**src/rtl/servo_pkg.sv**
```systemverilog
// Shared types and elaboration helpers for the servo shot sequencer.
package servo_pkg;

    typedef enum logic [1:0] {
        IDLE = 2'd0,
        FIRE = 2'd1,
        HOLD = 2'd2,
        REST = 2'd3
    } state_e;

    function automatic int tick_div(input int clk_hz);
        return clk_hz / 1_000_000;
    endfunction

    // Bits needed to count 0..n-1; never less than one bit.
    function automatic int cnt_width(input int n);
        return (n <= 2) ? 1 : $clog2(n);
    endfunction

    function automatic int max3(input int a, input int b, input int c);
        int m;
        m = (a > b) ? a : b;
        return (m > c) ? m : c;
    endfunction

endpackage

```
**src/rtl/servo_channel.sv**
```systemverilog
// One servo channel: trigger synchroniser, optional debounce (DEBOUNCE_EN),
// falling-edge detector, FIRE/HOLD/REST sequencer with registered outputs.
module servo_channel
    import servo_pkg::*;
#(
    parameter int FRAME_US    = 20000,
    parameter int FIRE_US     = 1800,
    parameter int REST_US     = 1000,
    parameter int FIRE_FRAMES = 100,
    parameter int HOLD_FRAMES = 100,
    parameter int REST_FRAMES = 100,
    parameter int DEBOUNCE_US = 5000
) (
    input  logic clock,
    input  logic reset,
    input  logic tick,
    input  logic trigger,
    output logic pwm,
    output logic busy,
    output logic done
);

    localparam int US_W = cnt_width(FRAME_US);
    localparam int FR_W = cnt_width(max3(FIRE_FRAMES, HOLD_FRAMES, REST_FRAMES));
    localparam logic [US_W-1:0] US_LAST  = US_W'(FRAME_US - 1);
    localparam logic [US_W-1:0] FIRE_LIM = US_W'(FIRE_US);
    localparam logic [US_W-1:0] REST_LIM = US_W'(REST_US);

    if (DEBOUNCE_US < 1) begin : g_db_chk
        $error("DEBOUNCE_US must be at least 1");
    end

    logic sync1_q, sync2_q, lvl_prev_q, fall_q;
    logic level_s, fall_d;
    state_e state_q, state_d;
    logic [US_W-1:0] us_cnt_q, us_cnt_d;
    logic [FR_W-1:0] frame_cnt_q, frame_cnt_d, frame_last_s;
    logic pwm_q, pwm_d, busy_q, busy_d, done_q, done_d;

`ifdef DEBOUNCE_EN
    localparam int DB_W = cnt_width(DEBOUNCE_US);
    localparam logic [DB_W-1:0] DB_LAST = DB_W'(DEBOUNCE_US - 1);
    logic filt_q, filt_d;
    logic [DB_W-1:0] db_cnt_q, db_cnt_d;

    // Filtered level flips only after DEBOUNCE_US consecutive disagreeing ticks.
    always_comb begin
        filt_d   = filt_q;
        db_cnt_d = db_cnt_q;
        if (sync2_q == filt_q) begin
            db_cnt_d = '0;
        end else if (tick) begin
            if (db_cnt_q == DB_LAST) begin
                filt_d   = sync2_q;
                db_cnt_d = '0;
            end else begin
                db_cnt_d = db_cnt_q + 1'b1;
            end
        end else begin
            db_cnt_d = db_cnt_q;
        end
    end

    // Debounce state register.
    always_ff @(posedge clock) begin
        if (reset) begin
            filt_q   <= 1'b1;
            db_cnt_q <= '0;
        end else begin
            filt_q   <= filt_d;
            db_cnt_q <= db_cnt_d;
        end
    end

    assign level_s = filt_q;
`else
    assign level_s = sync2_q;
`endif

    assign fall_d = lvl_prev_q & ~level_s;

    // Frame count that closes the current phase.
    always_comb begin
        case (state_q)
            FIRE:    frame_last_s = FR_W'(FIRE_FRAMES - 1);
            HOLD:    frame_last_s = FR_W'(HOLD_FRAMES - 1);
            REST:    frame_last_s = FR_W'(REST_FRAMES - 1);
            default: frame_last_s = '0;
        endcase
    end

    // Sequencer next state; outputs derive from next-state values so pwm stays registered.
    always_comb begin
        state_d     = state_q;
        us_cnt_d    = us_cnt_q;
        frame_cnt_d = frame_cnt_q;
        if (state_q == IDLE) begin
            if (fall_q) begin
                state_d     = FIRE;
                us_cnt_d    = '0;
                frame_cnt_d = '0;
            end else begin
                state_d = IDLE;
            end
        end else if (tick) begin
            if (us_cnt_q == US_LAST) begin
                us_cnt_d = '0;
                if (frame_cnt_q == frame_last_s) begin
                    frame_cnt_d = '0;
                    case (state_q)
                        FIRE:    state_d = HOLD;
                        HOLD:    state_d = REST;
                        REST:    state_d = IDLE;
                        default: state_d = IDLE;
                    endcase
                end else begin
                    frame_cnt_d = frame_cnt_q + 1'b1;
                end
            end else begin
                us_cnt_d = us_cnt_q + 1'b1;
            end
        end else begin
            state_d = state_q;
        end

        case (state_d)
            FIRE:    pwm_d = (us_cnt_d < FIRE_LIM);
            REST:    pwm_d = (us_cnt_d < REST_LIM);
            default: pwm_d = 1'b0;
        endcase
        busy_d = (state_d != IDLE);
        done_d = (state_q == REST) && (state_d == IDLE);
    end

    // Synchroniser, edge detector, sequencer and output registers.
    always_ff @(posedge clock) begin
        if (reset) begin
            sync1_q     <= 1'b1;
            sync2_q     <= 1'b1;
            lvl_prev_q  <= 1'b1;
            fall_q      <= 1'b0;
            state_q     <= IDLE;
            us_cnt_q    <= '0;
            frame_cnt_q <= '0;
            pwm_q       <= 1'b0;
            busy_q      <= 1'b0;
            done_q      <= 1'b0;
        end else begin
            sync1_q     <= trigger;
            sync2_q     <= sync1_q;
            lvl_prev_q  <= level_s;
            fall_q      <= fall_d;
            state_q     <= state_d;
            us_cnt_q    <= us_cnt_d;
            frame_cnt_q <= frame_cnt_d;
            pwm_q       <= pwm_d;
            busy_q      <= busy_d;
            done_q      <= done_d;
        end
    end

    assign pwm  = pwm_q;
    assign busy = busy_q;
    assign done = done_q;

endmodule

```
**src/rtl/servo_shot_sequencer.sv**
```systemverilog
// Multi-channel servo shot sequencer: shared 1 us prescaler feeding NUM_CH
// independent channels. Optional trigger debounce enabled by DEBOUNCE_EN.
module servo_shot_sequencer
    import servo_pkg::*;
#(
    parameter int CLK_HZ      = 50_000_000,
    parameter int NUM_CH      = 2,
    parameter int FRAME_US    = 20000,
    parameter int FIRE_US     = 1800,
    parameter int REST_US     = 1000,
    parameter int FIRE_FRAMES = 100,
    parameter int HOLD_FRAMES = 100,
    parameter int REST_FRAMES = 100,
    parameter int DEBOUNCE_US = 5000
) (
    input  logic              clock,
    input  logic              reset,
    input  logic [NUM_CH-1:0] trigger,
    output logic [NUM_CH-1:0] pwm,
    output logic [NUM_CH-1:0] busy,
    output logic [NUM_CH-1:0] done
);

    localparam int DIV  = tick_div(CLK_HZ);
    localparam int PS_W = cnt_width(DIV);
    localparam logic [PS_W-1:0] PS_LAST = PS_W'(DIV - 1);

    if ((CLK_HZ % 1_000_000) != 0 || DIV < 1) begin : g_clk_chk
        $error("CLK_HZ must be a non-zero multiple of 1 MHz");
    end
    if (FIRE_US >= FRAME_US || REST_US >= FRAME_US) begin : g_us_chk
        $error("pulse high time must be shorter than the frame");
    end
    if (FIRE_FRAMES < 1 || HOLD_FRAMES < 1 || REST_FRAMES < 1) begin : g_fr_chk
        $error("frame counts must be non-zero");
    end

    logic [PS_W-1:0] presc_q, presc_d;
    logic tick_s;

    assign tick_s = (presc_q == PS_LAST);

    // Prescaler wrap.
    always_comb begin
        if (tick_s) begin
            presc_d = '0;
        end else begin
            presc_d = presc_q + 1'b1;
        end
    end

    // Free-running prescaler register.
    always_ff @(posedge clock) begin
        if (reset) begin
            presc_q <= '0;
        end else begin
            presc_q <= presc_d;
        end
    end

    for (genvar g = 0; g < NUM_CH; g++) begin : g_ch
        servo_channel #(
            .FRAME_US    (FRAME_US),
            .FIRE_US     (FIRE_US),
            .REST_US     (REST_US),
            .FIRE_FRAMES (FIRE_FRAMES),
            .HOLD_FRAMES (HOLD_FRAMES),
            .REST_FRAMES (REST_FRAMES),
            .DEBOUNCE_US (DEBOUNCE_US)
        ) u_ch (
            .clock   (clock),
            .reset   (reset),
            .tick    (tick_s),
            .trigger (trigger[g]),
            .pwm     (pwm[g]),
            .busy    (busy[g]),
            .done    (done[g])
        );
    end

endmodule
```
**config.mk**
```make
export PLATFORM = sky130hd
export DESIGN_NAME = servo_shot_sequencer
export DESIGN_NICKNAME = d
export VERILOG_FILES = /design/src/rtl/servo_pkg.sv /design/src/rtl/servo_channel.sv /design/src/rtl/servo_shot_sequencer.sv
export SDC_FILE = /design/constraint.sdc
export NUM_CORES = 1
export LEC_CHECK = 0
export ABC_CLOCK_PERIOD_IN_PS = 3300
export BUFFER_PORTS_ARGS = -buffer_cell sky130_fd_sc_hd__buf_4
export CAP_MARGIN = 20
export CORE_UTILIZATION = 62
export DETAILED_ROUTE_END_ITERATION = 6
export MAX_ROUTING_LAYER = met4
export PLACE_DENSITY = 0.79
export SLEW_MARGIN = 20
export SYNTH_ARGS = -nofsm -noshare
export SYNTH_HDL_FRONTEND = slang
export SYNTH_SLANG_ARGS = --single-unit
```
**constraint.sdc**
```tcl
create_clock -name clock -period 3.3 [get_ports clock]
set_clock_uncertainty 0.2 [all_clocks]
set_input_delay 0.825 -clock clock [delete_from_list [all_inputs] [get_ports clock]]
set_output_delay 0.825 -clock clock [all_outputs]
set_load 0.01 [all_outputs]
```
==> metrics.txt, run 1 <==
status=finished, final reports clean; drt wl/cell=16.0 microns; most frequent cells in the layout=dfxtp_1 (68), nor2_1 (53), nand2_1 (30); # H-tree levels=3; async set-reset flop share out of synthesis=0%; post-synth top area cell=dfxtp_1; Critical R2R Capture=g_ch[0].u_ch.pwm$_SDFF_PP0_; top cells by area, synth=dfxtp_1 (37%), nor2_1 (5.4%), ha_1 (4.1%); later-pin clock latency in the skew report=0.34 ns; Yosys reg bits=68; ANT cells=0; post-synth top area share=between 30% and 40%; Starting Density=65.6%; drt via density=6.42; CTS-repair resized insts=0; vias in the first global route=3018; RR Startpoint=g_ch[0].u_ch.us_cnt_q[8]$_SDFF_PP0_; die area=6250 sq um; Chip Height=79.0 microns; commonest non-fill, non-tap cell in the layout=dfxtp_1; Final setup viols=0; Sum Neg Setup Slack=0 ns; Crit. End Element=flop; global-route wire length before repair=around 14000 microns; routability congestion estimate=0.897; CTS Buf Count=9; fraction of layout cells with a size suffix above 1=a little under an eighth; final hold violation count=0; CTS Hold Bufs=0; Setup crit end=g_ch[0].u_ch.pwm$_SDFF_PP0_; CTS tree=yes; post-synthesis sequential area ratio=37.0%; RSZ-0062 raised after global routing=false; cell area power density=414 nW/um^2; Final Core Density=a little under three quarters; slew margin rel.=46.0%; Post-CTS Setup Inserts=0; GRT Util Overall=29.5%; CTS sink cnt=roughly 70; WS Path Type=flop to flop; Post-Route WL=8390 microns; hpwl dp=5810 microns; Top FF cell, synth=dfxtp_1; FF-to-FF path depth=7; Final Max Tran Viols=0; worst slew pin tran=approximately 0.8 ns; critical path required time=3.32 ns; Remaining DRCs=0; Mapped Cells=446; CTS Root Cell=clkbuf_8; worst reg-to-reg setup slack=just under 0.3 ns; Initial DRC Count=373; # nets final=464; Max Fclk=333 MHz; Longest Clk Path Bufs=2; Inst Count DP=509; Core Area=5610 sq um; gr ovfl total=0; peak supply drop=0.338 mV; # port buffers=9; post-layout min period=3.01 ns; num ports=10; worst-path fanout max=6; crit share post-route=91.1%; Syn. warnings=0; Synth cell types=70; largest net degree at the start of global routing=51; 1st-pass router iterations=5; Setup crit start kind=flop; Worst Path Arrival=3.03 ns; P&R area growth vs syn=8.16%; syn_nets=462; EDFF count, synth=0; antenna violation net count after detailed routing=0; Finished Layout Cells=525; Worst Setup SP=g_ch[0].u_ch.us_cnt_q[8]$_SDFF_PP0_; Hold Path Class=flop to flop; synthesized area per cell=8.25 sq um; CTS clk-pin slew, worst paths=about 0.07 ns; DIE WIDTH=79.0 microns; row cnt=27; initial antenna violation count=0; Netlist Area Pre-Place=about 3700 sq um; Leak=roughly 1.5 nW; vias post-DR=3370; Max Cap Viol=0
## through the flow
stage / hold slack, ns / worst slack (ns) / cell area [sq um] / power (mW)
floorplan: 0.189 / 0.558 / 3680 / 0.905
global placement: 0.198 / 0.383 / 3760 / 0.922
detailed placement: 0.201 / 0.356 / 3760 / 0.924
CTS: 0.212 / 0.335 / 3980 / 1.66
global route: 0.233 / 0.124 / 3980 / 1.70
finish: 0.210 / 0.295 / 3980 / 1.65
## kinds of logic (layout without fill, tap and decap cells)
logic type               after synthesis  after routing  share of synthesized area (%)
AO/OA/AOI/OAI                         97             97                           17.9
XOR/XNOR                               9              9                           2.14
adder cells (fa/ha/maj)               12             12                           4.08
buffers and inverters                 41             48                           5.03
flip-flops                            68             68                           37.0
multiplexers                           8              8                           2.21
AND/OR/NAND/NOR                      211            211                           31.7
## routing by layer
metal  wire length (microns)  global-route usage [%]  vias up
met3                     611                    5.86       16
met5                       0                       -        -
met2                    3580                    42.5      149
li1                        -                       -     1634
met4                     174                    10.7        0
met1                    4020                    41.0     1571
## power by group
group | total (mW) | switching [mW] | internal (mW)
sequential | 0.835 | 0.00561 | 0.829
combinational | 0.0719 | 0.0473 | 0.0246
clock | 0.742 | 0.319 | 0.422
## flip-flops by register name, summed over array words and instances (netlist names)
register	count
g_ch.u_ch.frame_cnt_q	14
presc_q	6
g_ch.u_ch.fall_q	2
g_ch.u_ch.level_s	2
g_ch.u_ch.state_q	4
g_ch.u_ch.pwm	2
g_ch.u_ch.lvl_prev_q	2
g_ch.u_ch.busy	2
g_ch.u_ch.done	2
g_ch.u_ch.us_cnt_q	30
g_ch.u_ch.sync1_q	2
## Yosys cell counts (2+ instances only)
master and instances:
dfxtp_1 68, nor2_1 53, nand2_1 30, a21oi_1 26, nor3_1 19, o21ai_0 19
nand3_1 18, inv_1 16, clkbuf_1 15, ha_1 12, nor2b_1 10, nor4_1 10
nand4_1 9, and3_1 8, or2_2 8, mux2i_1 7, or3_1 7, buf_4 6
a21o_1 5, a311oi_1 5, a31oi_1 5, xnor2_1 5, a211oi_1 4, a22oi_1 4
and4_1 4, nand2b_1 4, nand3b_1 4, or4_1 4, xor2_1 4, a21boi_0 3
nand4b_1 3, nor4b_1 3, o41ai_1 3, or4b_1 3, a31o_2 2, a41o_1 2
and2_1 2, buf_1 2, nor3b_1 2, o22ai_1 2
## critical path, stage by stage, from the launching register on
cell       delay [ns]
dfxtp_1          0.35
or4b_1           0.53
nand4b_1         0.30
or4_1            0.57
mux2i_1          0.18
or4bb_1          0.48
a21oi_1          0.19
a2111oi_2        0.09
## area by class of cell
class                      instances  area [sq um]
clock buffer                       9           124
clock inverter                     7          91.3
fill                             461          1630
inverter                          16          60.1
multi-input combinational        337          2130
sequential                        68          1360
tap                               72          90.1
timing repair buffer              16           120
## worst min-delay path by stage
stage / startpoint / end / slack (ns) / depth (start not counted)
global placement: g_ch[1].u_ch.lvl_prev_q$_SDFF_PP1_ / g_ch[1].u_ch.fall_q$_SDFF_PP0_ / 0.20 / 2
CTS: g_ch[1].u_ch.lvl_prev_q$_SDFF_PP1_ / g_ch[1].u_ch.fall_q$_SDFF_PP0_ / 0.21 / 2
floorplan: g_ch[0].u_ch.sync1_q$_SDFF_PP1_ / g_ch[0].u_ch.level_s$_SDFF_PP1_ / 0.19 / 1
finish: g_ch[1].u_ch.lvl_prev_q$_SDFF_PP1_ / g_ch[1].u_ch.fall_q$_SDFF_PP0_ / 0.21 / 2
detailed placement: g_ch[1].u_ch.lvl_prev_q$_SDFF_PP1_ / g_ch[1].u_ch.fall_q$_SDFF_PP0_ / 0.20 / 2
global route: g_ch[1].u_ch.sync1_q$_SDFF_PP1_ / g_ch[1].u_ch.level_s$_SDFF_PP1_ / 0.23 / 1
Power figures use the tool's default switching activity.
==> run 2, diff against run 1 <==
--- a/config.mk
+++ b/config.mk
@@ -15,4 +15,5 @@
 export SLEW_MARGIN = 20
 export SYNTH_ARGS = -nofsm -noshare
 export SYNTH_HDL_FRONTEND = slang
+export SYNTH_HIERARCHICAL = 1
 export SYNTH_SLANG_ARGS = --single-unit
==> run 2 against run 1 <==
Compared with the run above: sequential power increased by 0.7%; maximum frequency decreased by 1.6%; worst setup slack got worse by 0.049 ns; critical path depth increased by 2; worst hold slack improved by 0.0038 ns; combinational power increased by 12%; final cell count decreased by 0.76%; core utilization increased by 0.17 points; count of clock-buffer cells in the layout increased by 2; design area increased by 0.85%; largest cell class unchanged; highest routed layer unchanged.
==> metrics.txt, run 2 <==
CTS Hold Bufs=0 (unchanged); peak supply drop=0.298 mV (-12%); metal2 WL=3520 microns (-1.8%); P&R area growth vs syn=7.40%; post-layout min period=3.05 ns (+0.0491 ns); Synth cell types=76 (+8.6%); syn_nets=453 (-1.9%); post-synth top area cell=dfxtp_1; critical path required time=3.38 ns (+0.06 ns); gr ovfl total=0 (unchanged); Critical-path top delay cell=and4_1; crit share post-route=92.6% (+1.5 points); status=finished, final reports clean; Final setup viols=0 (unchanged); top cells by area, synth=dfxtp_1 (36%), nor2_1 (5.8%), ha_1 (4.0%); Sum Neg Setup Slack=0 ns (unchanged); DR top layer=met4; hold_ws=0.213 ns (+0.00377 ns); die area=6340 sq um (+1.5%); Crit. End Element=flop; vias post-DR=3279 (-2.7%); CTS Buf Count=9 (unchanged); post-synth top area share=36.4% (-0.57 points); final hold violation count=0 (unchanged); cell area power density=406 nW/um^2 (-1.9%); 1st-pass router iterations=5 (unchanged); # port buffers=9 (unchanged); later-pin clock latency in the skew report=0.34 ns (about the same); # nets final=460 (-0.86%); Chip Height=79.6 microns (+0.76%); main combinational cell family by area after synthesis=simple AND/OR/NAND/NOR gates; CP Buf/Inv Count=0 (unchanged); Top Family by Delay on Critical Path=simple AND/OR/NAND/NOR gates; Leak=1.59 nW (+5.4%); Remaining DRCs=0 (unchanged); DIE WIDTH=79.6 microns (+0.76%); num ports=10 (unchanged); Post-CTS Setup Inserts=0 (unchanged); async set-reset flop share out of synthesis=0% (unchanged); CTS clk-pin slew, worst paths=0.07 ns (about the same); Post-Synth Simple-Gate Area=32.7% (+1.1 points); Max Cap Viol=0 (unchanged); Synth Area in XOR/XNOR=3.98% (+1.8 points); drt wl/cell=15.4 microns (-3.4%); Core Area=5640 sq um (+0.60%); RSZ-0062 raised after global routing=false; initial antenna violation count=0 (unchanged); Synth Area in Adders=4.02% (-0.063 points); routability congestion estimate=0.962 (+7.3%); Synth top cells by count=dfxtp_1 (68), nor2_1 (58), nand2_1 (32); Yosys reg bits=68 (unchanged); post-synthesis sequential area ratio=36.4% (-0.57 points); DRT met1 WL=3880 microns (-3.4%); most frequent cells in the layout=dfxtp_1 (68), nor2_1 (58), nand2_1 (32); Hold Path Class=flop to flop; vias in the first global route=2974 (-1.5%); largest net degree at the start of global routing=49 (-3.9%); Starting Density=66.2% (+0.63 points); critical path's largest stage delay=0.43 ns (-0.14 ns); Netlist Area Pre-Place=3740 sq um (+1.6%); met3 wire len=519 microns (-15%); Longest Clk Path Bufs=2 (unchanged); worst slew pin tran=0.598 ns (-0.210 ns); CTS tree=yes; Worst Path Arrival=3.14 ns (+0.11 ns); Top reg by flops=g_ch.u_ch/us_cnt_q; ANT cells=0 (unchanged); Initial DRC Count=171 (-54%); Setup crit start kind=flop; commonest non-fill, non-tap cell in the layout=dfxtp_1; Max Fclk=327 MHz (-1.6%); EDFF count, synth=0 (unchanged); slew margin rel.=60.0% (+14 points); CTS sink cnt=68 (unchanged); top flop regs=g_ch.u_ch/us_cnt_q (30), g_ch.u_ch/frame_cnt_q (14), presc_q (6); fraction of layout cells with a size suffix above 1=13.8% (+2.1 points); GRT Util Overall=28.9% (-0.64 points); CP cell instances=ha_1 > and4_1 > and3_1 > and3_4 > o2111ai_2 > mux2i_1 > a211o_1 > nor4_1 > o211a_1; Mapped Cells=437 (-2.0%); post-synthesis compound-gate area fraction=16.8% (-1.0 points); # H-tree levels=3 (unchanged); WS Path Type=flop to flop; antenna violation net count after detailed routing=0 (unchanged); hpwl dp=5680 microns (-2.2%); row cnt=27 (unchanged); drt via density=6.29 (-2.0%); Post-Route WL=8040 microns (-4.2%); Final Max Tran Viols=0 (unchanged); global-route wire length before repair=13900 microns (-1.3%); Syn. warnings=6 (+6); worst-path fanout max=12 (+6); synthesized area per cell=8.55 sq um (+3.7%); most common cell in the netlist=dfxtp_1; Largest register FFs=30 (unchanged); post-synthesis mux area share=1.41% (-0.80 points); CTS Root Cell=clkbuf_8; Top FF cell, synth=dfxtp_1; CTS-repair resized insts=0 (unchanged)
## run 2: cell types whose count changed in the layout (fill, tap and decap cells not counted), sizes merged, moves of 5 or more
cell,before,now
and4,4,9
nor2,53,62
and3,8,13
inv,16,11
nor3,19,14
xor2,4,12
## run 2: final cells by class
type | instances | area, sq um
tap | 72 | 90.1
clock buffer | 11 | 151
inverter | 11 | 41.3
multi-input combinational | 340 | 2200
sequential | 68 | 1360
timing repair buffer | 14 | 105
clock inverter | 5 | 60.1
fill | 444 | 1630
## run 2: stage by stage
stage	setup slack, ns	power, mW	area, sq um	instances	utilization, %
floorplan	0.657	0.919	3740	437	-
global placement	0.409	0.939	3800	505	67.4
detailed placement	0.281	0.940	3800	505	67.4
CTS	0.244	1.64	4010	521	71.1
global route	0.0616	1.69	4010	521	71.1
finish	0.246	1.63	4010	521	71.1
## run 2: report_power, final
group / internal [mW] / switching, mW / leakage, nW / total, mW
logic: 0.0290 / 0.0517 / 0.933 / 0.0808
clock network: 0.391 / 0.318 / 0.106 / 0.709
registers: 0.832 / 0.00980 / 0.550 / 0.841
total: 1.25 / 0.379 / 1.59 / 1.63
## run 2: path summary, 6_finish.rpt
check,start,to,slack [ns],cells after the start
max,presc_q[0]$_SDFF_PP0_,g_ch[0].u_ch/pwm$_SDFF_PP0_,0.25,9
min,g_ch[0].u_ch/lvl_prev_q$_SDFF_PP1_,g_ch[0].u_ch/fall_q$_SDFF_PP0_,0.21,2
max reg2reg,presc_q[0]$_SDFF_PP0_,g_ch[0].u_ch/pwm$_SDFF_PP0_,0.25,9
min reg2reg,g_ch[0].u_ch/lvl_prev_q$_SDFF_PP1_,g_ch[0].u_ch/fall_q$_SDFF_PP0_,0.21,2
## run 2: worst min-delay path, cell delays in order, from the launching register on
cell     delay (ns)
dfxtp_1        0.30
inv_1          0.04
nor2_1         0.04
## run 2: logic make-up (layout without fill, tap and decap cells)
| group | after synthesis | count (layout) |
|---|---|---|
| AND/OR/NAND/NOR | 213 | 213 |
| flip-flops | 68 | 68 |
| XOR/XNOR | 17 | 17 |
| AO/OA/AOI/OAI | 93 | 93 |
| multiplexers | 5 | 5 |
| buffers and inverters | 29 | 41 |
| adder cells (fa/ha/maj) | 12 | 12 |
## run 2: routing by layer
metal  vias up  global-route usage, %
li1       1616                      -
met1      1541                   38.5
met2       108                   42.2
met3        14                   7.20
met4         0                   10.5
met5         -                      -
==> run 3, diff against run 2 <==
--- a/config.mk
+++ b/config.mk
@@ -8,10 +8,12 @@
 export ABC_CLOCK_PERIOD_IN_PS = 3300
 export BUFFER_PORTS_ARGS = -buffer_cell sky130_fd_sc_hd__buf_4
 export CAP_MARGIN = 20
-export CORE_UTILIZATION = 62
+export CELL_PAD_IN_SITES_DETAIL_PLACEMENT = 0
+export CELL_PAD_IN_SITES_GLOBAL_PLACEMENT = 1
+export CORE_UTILIZATION = 48
 export DETAILED_ROUTE_END_ITERATION = 6
 export MAX_ROUTING_LAYER = met4
-export PLACE_DENSITY = 0.79
+export PLACE_DENSITY = 0.8
 export SLEW_MARGIN = 20
 export SYNTH_ARGS = -nofsm -noshare
 export SYNTH_HDL_FRONTEND = slang
==> run 3 against run 2 <==
Compared with the run above: non-clock buffer count grew 1; sequential power is essentially flat; worst hold slack lost 0.0023 ns; routed wire length grew 2.1%; via count shrank 4.7%; global-route usage shrank 6.8 points; first-iteration DRC count grew 8.2%; critical path type unchanged.
==> metrics.txt, run 3 (same netlist as run 2, synthesis figures left out) <==
GRT Util Overall=22.1% (-6.8 points); Crit. End Element=flop; gr ovfl total=0 (unchanged); slew margin rel.=56.7% (-3.3 points); cell area power density=405 nW/um^2 (-0.43%); global-route wire length before repair=13900 microns (-0.40%); 1st-pass router iterations=4 (-1); critical path required time=3.39 ns (about the same); Remaining DRCs=0 (unchanged); Psw=0.404 mW (+6.6%); Finished Layout Cells=549 (+5.4%); # port buffers=9 (unchanged); routing usage on met2=34.0% (-8.3 points); top flop regs=g_ch.u_ch/us_cnt_q (30), g_ch.u_ch/frame_cnt_q (14), presc_q (6); # H-tree levels=3 (unchanged); Top reg by flops=g_ch.u_ch/us_cnt_q; hold_ws=0.211 ns (-0.00233 ns); vias post-DR=3126 (-4.7%); fraction of layout cells with a size suffix above 1=14.0% (+0.19 points); Sum Neg Setup Slack=0 ns (unchanged); # nets final=461 (+0.22%); Max Fclk=332 MHz (+1.4%); CTS Hold Bufs=0 (unchanged); Initial DRC Count=185 (+8.2%); crit share post-route=91.3% (-1.2 points); Internal=1.24 mW (-1.3%); worst-path fanout max=10 (-2); final hold violation count=0 (unchanged); die area=8140 sq um (+28%); CTS sink cnt=68 (unchanged); grt peak-use layer=met2; global routing usage on met3=6.01% (-1.2 points); DIE WIDTH=90.2 microns (+13%); post-layout min period=3.01 ns (-0.0412 ns); CTS tree=yes; Largest register FFs=30 (unchanged); peak supply drop=0.310 mV (+4.0%); ANT cells=0 (unchanged); later-pin clock latency in the skew report=0.35 ns (about the same); Inst Count DP=533 (+5.5%); Flop pwr share=51.3% (-0.3 points); Final Max Tran Viols=0 (unchanged); Starting Density=50.4% (-16 points); Max Cap Viol=0 (unchanged); Final setup viols=0 (unchanged); Post-Route WL=8210 microns (+2.1%); commonest non-fill, non-tap cell in the layout=dfxtp_1; Longest Clk Path Bufs=2 (unchanged); initial antenna violation count=0 (unchanged); clock power share=43.7% (+0.2 points); CTS Root Cell=clkbuf_8; Chip Height=90.2 microns (+13%); Setup crit start kind=flop; status=finished, final reports clean; WS Path Type=flop to flop; Worst Path Arrival=3.11 ns (-0.03 ns); largest net degree at the start of global routing=49 (unchanged); CTS-repair resized insts=0 (unchanged); drt wl/cell=14.9 microns (-3.1%); final setup margin=0.287 ns (+0.0412 ns); Gate power share=5.0% (about the same); met1 Track Usage GR=28.4% (-10 points); Area after DPL=3840 sq um (+1.1%); P&R area growth vs syn=8.40%; Post-CTS Setup Inserts=0 (unchanged); row cnt=31 (+15%); CTS Buf Count=9 (unchanged); vias in the first global route=2936 (-1.3%); pre-CTS setup slack=0.330 ns (+0.0492 ns); drt via density=5.69 (-9.5%); hpwl dp=5940 microns (+4.5%); RSZ-0062 raised after global routing=false; most frequent cells in the layout=dfxtp_1 (68), nor2_1 (58), nand2_1 (32); antenna violation net count after detailed routing=0 (unchanged); Core Area=7410 sq um (+31%); Post-Layout Inst Area=4050 sq um (+0.94%); routability congestion estimate=0.861 (-11%); Hold Path Class=flop to flop; Leak=1.58 nW (-0.36%); CTS clk-pin slew, worst paths=0.08 ns (about the same); switch share=24.7% (+1.4 points); num ports=10 (unchanged); worst slew pin tran=0.647 ns (+0.0492 ns)
run 3: cell count changes in the layout (fill, tap and decap cells not counted), sizes merged:
cell and delta:
buf +1, clkbuf -1, clkinvlp +2, clkinv -3, inv +2
run 3: worst paths after layout:
path | start | to | slack, ns | cells past startpoint
max | presc_q[0]$_SDFF_PP0_ | g_ch[0].u_ch/pwm$_SDFF_PP0_ | 0.29 | 9
min | g_ch[0].u_ch/lvl_prev_q$_SDFF_PP1_ | g_ch[0].u_ch/fall_q$_SDFF_PP0_ | 0.21 | 2
max reg2reg | presc_q[0]$_SDFF_PP0_ | g_ch[0].u_ch/pwm$_SDFF_PP0_ | 0.29 | 9
min reg2reg | g_ch[0].u_ch/lvl_prev_q$_SDFF_PP1_ | g_ch[0].u_ch/fall_q$_SDFF_PP0_ | 0.21 | 2
run 3: routing by layer:
| metal | up-vias | wire length (microns) |
|---|---|---|
| li1 | 1610 | - |
| met1 | 1461 | 3950 |
| met2 | 49 | 3830 |
| met3 | 6 | 344 |
| met4 | 0 | 78 |
| met5 | - | 0 |
run 3: power by group through the flow:
stage	clock (mW)	sequential, mW	combinational [mW]
after floorplan	0	0.859	0.0604
after global placement	0	0.860	0.0814
after detailed placement	0	0.861	0.0824
after CTS	0.743	0.841	0.0826
after global routing	0.778	0.843	0.0915
final	0.717	0.841	0.0812
run 3: cell type report:
cell class / instances / area, sq um
clock buffer: 10 / 138
clock inverter: 6 / 70.1
fill: 719 / 3360
inverter: 11 / 41.3
multi-input combinational: 340 / 2200
sequential: 68 / 1360
tap: 99 / 124
timing repair buffer: 15 / 113
run 3: through the flow:
step / power, mW / utilization, %
2_1_floorplan: 0.919 / -
3_3_place_gp: 0.941 / 51.9
3_5_place_dp: 0.943 / 51.9
4_1_cts: 1.67 / 54.7
5_1_grt: 1.71 / 54.7
6_report: 1.64 / 54.7
run 3: worst max-delay path, cell delays in order (launching register included):
cell       delay, ns
dfxtp_1         0.40
ha_1            0.18
and4_1          0.40
and3_1          0.34
and3_4          0.22
o2111ai_2       0.15
mux2i_1         0.18
a211o_1         0.32
nor4_1          0.36
o211a_1         0.20
